[src/rtl/round_robin_stream_arbiter.sv]
// round_robin_stream_arbiter: N-to-1 valid/ready stream mux with round-robin grant, optional packet lock and registered output
//   clock, reset                   rising-edge clock, synchronous active-high reset
//   input_valid/ready/data/last    per-channel request streams (channel c data at [c*WIDTH +: WIDTH])
//   output_valid/ready/data/last   registered output stream
//   output_channel                 source channel of the current output beat
module round_robin_stream_arbiter #(
  parameter int CHANNELS = 4,
  parameter int WIDTH = 8,
  parameter int LOCK_PACKETS = 1,
  localparam int CW = $clog2(CHANNELS) > 1 ? $clog2(CHANNELS) : 1
) (
  input  logic                      clock,
  input  logic                      reset,
  input  logic [CHANNELS-1:0]       input_valid,
  output logic [CHANNELS-1:0]       input_ready,
  input  logic [CHANNELS*WIDTH-1:0] input_data,
  input  logic [CHANNELS-1:0]       input_last,
  output logic                      output_valid,
  input  logic                      output_ready,
  output logic [WIDTH-1:0]          output_data,
  output logic                      output_last,
  output logic [CW-1:0]             output_channel
);
  typedef enum logic {IDLE, LOCKED} state_t;
  state_t state, state_n;
  logic [CW-1:0] ptr, locked, grant;
  logic has_grant, can_load, transfer, sel_last;
  logic [WIDTH-1:0] sel_data;
  // Descending scan so the last hit wins: that is the valid channel closest to ptr.
  always_comb begin
    grant = locked;
    has_grant = state == LOCKED;
    if (state == IDLE)
      for (int i = CHANNELS - 1; i >= 0; i--)
        if (input_valid[(int'(ptr) + i) % CHANNELS]) begin
          grant = CW'((int'(ptr) + i) % CHANNELS);
          has_grant = 1'b1;
        end
  end
  assign can_load = !output_valid || output_ready;
  assign transfer = has_grant && can_load && input_valid[grant] && !reset;
  assign input_ready = (has_grant && can_load && !reset) ? CHANNELS'(1) << grant : '0;
  assign sel_data = input_data[int'(grant) * WIDTH +: WIDTH];
  assign sel_last = input_last[grant];
  always_comb begin
    state_n = state;
    if (transfer && LOCK_PACKETS != 0) state_n = sel_last ? IDLE : LOCKED;
  end
  always_ff @(posedge clock) begin
    if (reset) begin
      state <= IDLE;
      ptr <= '0;
      locked <= '0;
      output_valid <= 1'b0;
      output_data <= '0;
      output_last <= 1'b0;
      output_channel <= '0;
    end else begin
      state <= state_n;
      if (transfer) begin
        locked <= grant;
        output_valid <= 1'b1;
        output_data <= sel_data;
        output_last <= sel_last;
        output_channel <= grant;
        if (LOCK_PACKETS == 0 || sel_last) ptr <= grant == CW'(CHANNELS - 1) ? '0 : grant + 1'b1;
      end else if (output_ready) begin
        output_valid <= 1'b0;
      end
    end
  end
endmodule

[config.mk]
export PLATFORM = sky130hd
export DESIGN_NAME = round_robin_stream_arbiter
export DESIGN_NICKNAME = d
export VERILOG_FILES = /design/src/rtl/round_robin_stream_arbiter.sv
export SDC_FILE = /design/constraint.sdc
export NUM_CORES = 1
export LEC_CHECK = 0
export CORE_MARGIN = 4
export CORE_UTILIZATION = 45
export CTS_BUF_LIST = sky130_fd_sc_hd__clkbuf_8
export DETAILED_ROUTE_END_ITERATION = 10
export DONT_BUFFER_PORTS = 1
export PLACE_DENSITY = 0.63
export SYNTH_ARGS = -nofsm -noshare
export SYNTH_HDL_FRONTEND = slang
export SYNTH_SLANG_ARGS = --single-unit
[constraint.sdc]
create_clock -name clock -period 2.6 [get_ports clock]
set_clock_uncertainty 0.2 [all_clocks]
set_input_delay 0.26 -clock clock [delete_from_list [all_inputs] [get_ports clock]]
set_output_delay 0.26 -clock clock [all_outputs]
set_load 0.02 [all_outputs]
==> impl_metrics.json <==
{
  "hold_ws_ns": 0.02571,
  "grt_max_degree": 12,
  "track_usage_pct": 19.68,
  "die_area_sq_um": 3730,
  "diodes": 0,
  "synth-edff-count": 0,
  "status": "finished clean",
  "hold_path_end": "output_valid$_SDFFE_PP0P_",
  "cts_buffers": 3,
  "multi_input_area_sq_um": 969.7,
  "insertion_delay_ns": 0.26,
  "syn-mean-instance-area_sq_um": 8.622,
  "leakage_uw": 0.0006641,
  "final_cells": 190,
  "postRouteAntennaNets": 0,
  "syn_nets": 194,
  "hpwlAfterDp_mm": 2.702,
  "ios": 59,
  "yosys_warnings": 0,
  "endpoint_kind": "primary output",
  "clk_pin_slew_ns": 0.07,
  "hold_class": "primary input to flip-flop",
  "r2r_start": "ptr[1]$_SDFFE_PP0P_",
  "cts_setup_buffers": 0,
  "cts_root_buf": "clkbuf_8",
  "htree_levels": 1,
  "die_h_microns": 61.07,
  "numPortBuffers": 0,
  "drt_iter0_markers": 41,
  "clock_path_buffers": 2,
  "seq_area_sq_um": 306.5,
  "setup_tns_ns": 0,
  "slew_viol_final": 0,
  "core.rowCount": 18,
  "maxCapViolations": 0,
  "synthCells": 147,
  "utilization_pct": 59.13,
  "synth.distinct_cells": 38,
  "viasPerCell": 6.026,
  "grt_first_pass_wirelength_mm": 5.388,
  "rsz0062_at_grt": "true",
  "worst_pin_slew_ns": 0.3488,
  "die_w_microns": 61.07,
  "layout-drive-gt1-share_pct": 30.00,
  "core-area_sq_um": 2590,
  "grt_overflow": 0,
  "place_inst": 185,
  "grt_pass1_vias": 1178,
  "cts_tree": "built",
  "irDropWorstVdd_mv": 1.074,
  "min_period_ns": 2.518,
  "critPathMaxFanout": 11,
  "routed_wl_mm": 3.542,
  "cts.sinks": 15,
  "initial_core_util_pct": 48.94,
  "final_area_sq_um": 1531,
  "vias": 1145,
  "gp_congestion": 0.7932,
  "min_period_over_period_pct": 96.86,
  "syn2layout_area_growth_pct": 20.83,
  "hold_violations": 0,
  "wire_per_inst_microns": 18.64,
  "yosysSeqAreaShare_pct": 23.69,
  "required_ns": 2.14,
  "path_class": "flip-flop to primary output",
  "firstDrtPassIters": 4,
  "ys_ff_latch": 15,
  "final.fill_count": 227,
  "hp-start": "output_ready",
  "cp_data_arrival_time_ns": 2.06,
  "p_per_area_nw_per_um2": 1499,
  "drc": 0,
  "max_freq_mhz": 397.1,
  "reg2reg_depth": 7,
  "antenna_found_initial": 0,
  "finalNetCount": 208,
  "relSlewSlack_pct": 76.74,
  "critPathLaunchType": "flip-flop",
  "synth_ff_type": "dfxtp_1",
  "r2r_slack_ns": 0.13,
  "placedInstanceArea_sq_um": 1425,
  "worstHoldPathCells": 2,
  "syn_area_sq_um": 1267,
  "timing.rr.end": "ptr[1]$_SDFFE_PP0P_",
  "ys_async_sr_fraction_pct": 0,
  "finalSetupViolCount": 0
}
[logic make-up (layout without fill, tap and decap cells)]
family	count (synthesis)	after routing	synth area share, %
fa+ha+maj	4	4	3.949
compound gates	32	32	18.46
xor+xnor	1	1	0.6911
mux	37	37	30.50
buf+inv	14	27	4.837
simple gates	44	44	17.87
flops	15	15	23.69
[sequential cells by signal, summed over array words and instances, names as in the netlist]
name / cells
output_last: 1
state: 1
ptr: 2
output_data: 8
output_valid: 1
output_channel: 2
[timing repair]
action | in CTS | in global routing
hold buffers | 1 | 0
gates resized for setup | 3 | 11
pin swaps | 0 | 1
setup endpoints to repair | 5 | 4
endpoints found under the hold margin | 4 | 0
[worst max-delay path, stage by stage (launching register included)]
cell and delay (ns):
dfxtp_4 0.41, mux2_4 0.34, a211oi_4 0.24, buf_4 0.17, a21oi_4 0.07, buf_6 0.17, ha_1 0.19, and2_1 0.20
[metal layers]
metal  share of wire (%)  global-route usage, %  routed length (microns)
met1                  40                  23.08                     1405
met2                  51                  33.99                     1801
met3                 7.5                  5.031                      267
met4                 1.9                  8.050                       68
met5                   0                      0                        0
[report_power, final]
part	switching, uW	total [uW]	internal (uW)
clock	89.1	196	106
combinational	796	1630	829
sequential	150	474	324
total	1040	2290	1260
[cell usage in the layout (no fill, tap or decap), drive strengths merged, types with 2 or more instances in the layout]
cell type	count
dfxtp	15
a311o	2
a211oi	3
nor2b	6
buf	16
a22oi	2
a21o	2
inv	6
or3b	2
nor2	4
nand2	16
a21oi	9
mux2	10
mux2i	27
nand2b	3
ha	4
and2	4
clkbuf	3
o21ai	6
a31oi	2
nand3	4
[cell usage after synthesis (4+ instances only)]
cell type / number / area (sq um)
mux2i_1: 27 / 270.3
nand2_1: 16 / 60.06
dfxtp_1: 15 / 300.3
a21oi_1: 9 / 45.04
mux2_2: 8 / 90.09
nor2b_1: 6 / 37.54
inv_1: 5 / 18.77
and2_1: 4 / 25.02
buf_2: 4 / 20.02
ha_1: 4 / 50.05
nand3_1: 4 / 20.02
nor2_1: 4 / 15.01
o21ai_0: 4 / 20.02
[through the flow]
stage / total power [uW] / worst slack (ns)
floorplan: 1610 / -0.005996
global placement: 1962 / 0.03814
detailed placement: 2009 / 0.003908
CTS: 2228 / 0.01506
global route: 2464 / -0.01487
finish: 2295 / 0.08176
[worst max path at each step]
stage / cells after the start / startpoint / slack (ns) / end
after floorplan: 9 / ptr[1]$_SDFFE_PP0P_ / -0.006 / ptr[1]$_SDFFE_PP0P_
after global placement: 7 / ptr[1]$_SDFFE_PP0P_ / 0.04 / ptr[1]$_SDFFE_PP0P_
after detailed placement: 7 / ptr[1]$_SDFFE_PP0P_ / 0.004 / ptr[1]$_SDFFE_PP0P_
after CTS: 8 / ptr[0]$_SDFFE_PP0P_ / 0.02 / input_ready[0]
after global routing: 7 / ptr[1]$_SDFFE_PP0P_ / -0.01 / input_ready[2]
final: 7 / ptr[1]$_SDFFE_PP0P_ / 0.08 / input_ready[0]
[area by class of cell]
cell class | count | share of cell area [%]
Multi-Input combinational cell | 118 | 63.32
Clock buffer | 3 | 2.696
Timing Repair Buffer | 17 | 9.559
Clock inverter | 1 | 0.3268
Inverter | 6 | 1.634
Tap cell | 30 | 2.451
Sequential cell | 15 | 20.02
(Power assumes the default switching activity.)
==> RTL edit (config.mk and constraints unchanged) <==
Set the parameter `LOCK_PACKETS` to 0 (it was 1).
--- a/src/rtl/round_robin_stream_arbiter.sv
+++ b/src/rtl/round_robin_stream_arbiter.sv
@@ -8,3 +8,3 @@
   parameter int WIDTH = 8,
-  parameter int LOCK_PACKETS = 1,
+  parameter int LOCK_PACKETS = 0,
   localparam int CW = $clog2(CHANNELS) > 1 ? $clog2(CHANNELS) : 1
Check against the original RTL: not equivalent (Yosys sat finds a counterexample within 4 cycles, from zero or initial values and one cycle with reset high).
==> RTL edit against the original RTL <==
  * Setup slack gained 0.16 ns
  * First-iteration DRC count shrank 80%
  * Area after synthesis shrank 24%
  * Worst hold slack gained 0.011 ns
  * Wire length shrank 32%
  * Sequential share of layout area grew 6.2 points
  * Sequential cell count shrank 1
  * Cell area shrank 30%
  * Count of clock-buffer cells in the layout grew 1
Power is not compared: it rests on default switching activity, and its combinational part moved more than twofold at a synthesized area within 25%.
==> RTL edit: results <==
group,metric,value,unit
synthesis,syn_nets,152,
synthesis,yosys-mux-area-fraction,18.8,%
synthesis,post_synth_most_frequent_cells,"sky130_fd_sc_hd__mux2i_1 (18), sky130_fd_sc_hd__dfxtp_1 (14), sky130_fd_sc_hd__nand2_1 (10)",
critical_path,reg_to_reg_setup_timing_slack,0.40,ns
synthesis,synth_fa_ha_area_share,5.23,%
global_route,first_pass_grt_wire_length,3.64,mm
sta,fin_hold_ws,0.0362,ns
placed_design,detailed_place.area,990,µm²
placed_design,placement.io_buffers,0,
global_route,total_track_usage,17.2,%
detailed_routing,drt-vias-per-instance,6.20,
cells_and_area,fraction_of_final_layout_cells_with_drive_strength_greater_than_1,11.9,%
cells_and_area,largestRegisters,"output_data (8), locked (2), ptr (2)",
synthesis,share_of_synthesized_area_occupied_by_flip_flops_and_latches,29.3,%
global_route,grt_pass1_vias,818,
placed_design,place_congestion,0.833,
synthesis,synth_cell_type_count,30,
critical_path,arrival,1.89,ns
run_status,outcome,"finished, final reports clean",
critical_path,worstPathMaxFanout,7,
sta,timing_worst_slew_pin_value,0.479,ns
cts,ctsResizeCount,0,
global_route,grt_max_degree,17,
synthesis,synthTopCellsByArea,"sky130_fd_sc_hd__dfxtp_1 (29%), sky130_fd_sc_hd__mux2i_1 (19%), sky130_fd_sc_hd__o221ai_1 (8.2%), sky130_fd_sc_hd__nand3b_1 (7.1%), sky130_fd_sc_hd__ha_1 (5.2%)",
detailed_routing,wl_per_cell,17.7,µm
synthesis,synth-xor-area-share,0,%
synthesis,share_of_the_synthesized_area_in_compound_gates_ao_oa_aoi_oai,18.8,%
placed_design,dpl.hpwl,1.76,mm
cells_and_area,fillCellCount,187,
## RTL edit: changes by cell type in the layout (fill, tap and decap cells not counted), sizes merged, moves of 5 or more
cell,unedited run,this run
o21ai,6,1
mux2,10,0
mux2i,27,18
nand2,16,10
nand3b,1,9
o221ai,0,9
buf,16,4
## RTL edit: path summary, 6_finish.rpt
kind                               startpoint              to  cells after the start
worst max-delay path                   ptr[0]  input_ready[0]                      7
worst min-delay path            input_last[0]     output_last                      2
worst max register to register         ptr[0]  output_data[2]                      7
worst min register to register         ptr[0]          ptr[0]                      2
## RTL edit: cell families (layout without fill, tap and decap cells)
family / count (synthesis) / in the layout
multiplexers: 18 / 18
AO/OA/AOI/OAI: 22 / 22
buffers and inverters: 9 / 13
AND/OR/NAND/NOR: 38 / 38
adder cells (fa/ha/maj): 4 / 4
flip-flops: 14 / 14
## RTL edit: power by group
part	total [µW]	switching (µW)	internal (µW)
Sequential	320	68.5	252
Clock	212	77.6	134
Combinational	211	111	100
## RTL edit: stage by stage
| stage | total power (µW) | setup slack [ns] | cells |
|---|---|---|---|
| after global placement | 519 | 0.359 | 129 |
| after detailed placement | 526 | 0.284 | 129 |
| after global routing | 787 | 0.0488 | 136 |
| after floorplan | 487 | 0.391 | 105 |
| final | 743 | 0.246 | 136 |
| after CTS | 740 | 0.143 | 134 |
## RTL edit: what timing repair did
item,CTS,global route
endpoints found under the hold margin,5,0
buffers inserted,0,2
setup endpoints to repair,0,4
hold buffers,1,0
## RTL edit: worst max-delay path: stages (launching register included)
cell and delay (ns):
sky130_fd_sc_hd__dfxtp_1 0.43, sky130_fd_sc_hd__nor3b_1 0.21, sky130_fd_sc_hd__a311oi_1 0.10, sky130_fd_sc_hd__a311oi_4 0.27
sky130_fd_sc_hd__buf_4 0.20, sky130_fd_sc_hd__inv_2 0.05, sky130_fd_sc_hd__ha_1 0.18, sky130_fd_sc_hd__and2_1 0.20
## RTL edit: layer usage
| layer | GRT usage, % | vias up | share of wire [%] |
|---|---|---|---|
| li1 | - | 406 | - |
| met2 | 28.7 | 47 | 48 |
| met1 | 20.5 | 388 | 42 |
| met3 | 5.26 | 2 | 9.7 |
| met4 | 6.22 | 0 | 0.87 |
| met5 | 0 | - | 0 |
## RTL edit: layout make-up
| class | count | area, µm² | area share [%] |
|---|---|---|---|
| repair buffers | 5 | 40.0 | 3.74 |
| flip-flops and latches | 14 | 280 | 26.2 |
| multi-input cells | 82 | 646 | 60.4 |
| clock buffers | 4 | 55.1 | 5.15 |
| inverters | 4 | 15.0 | 1.40 |
| well taps | 27 | 33.8 | 3.16 |
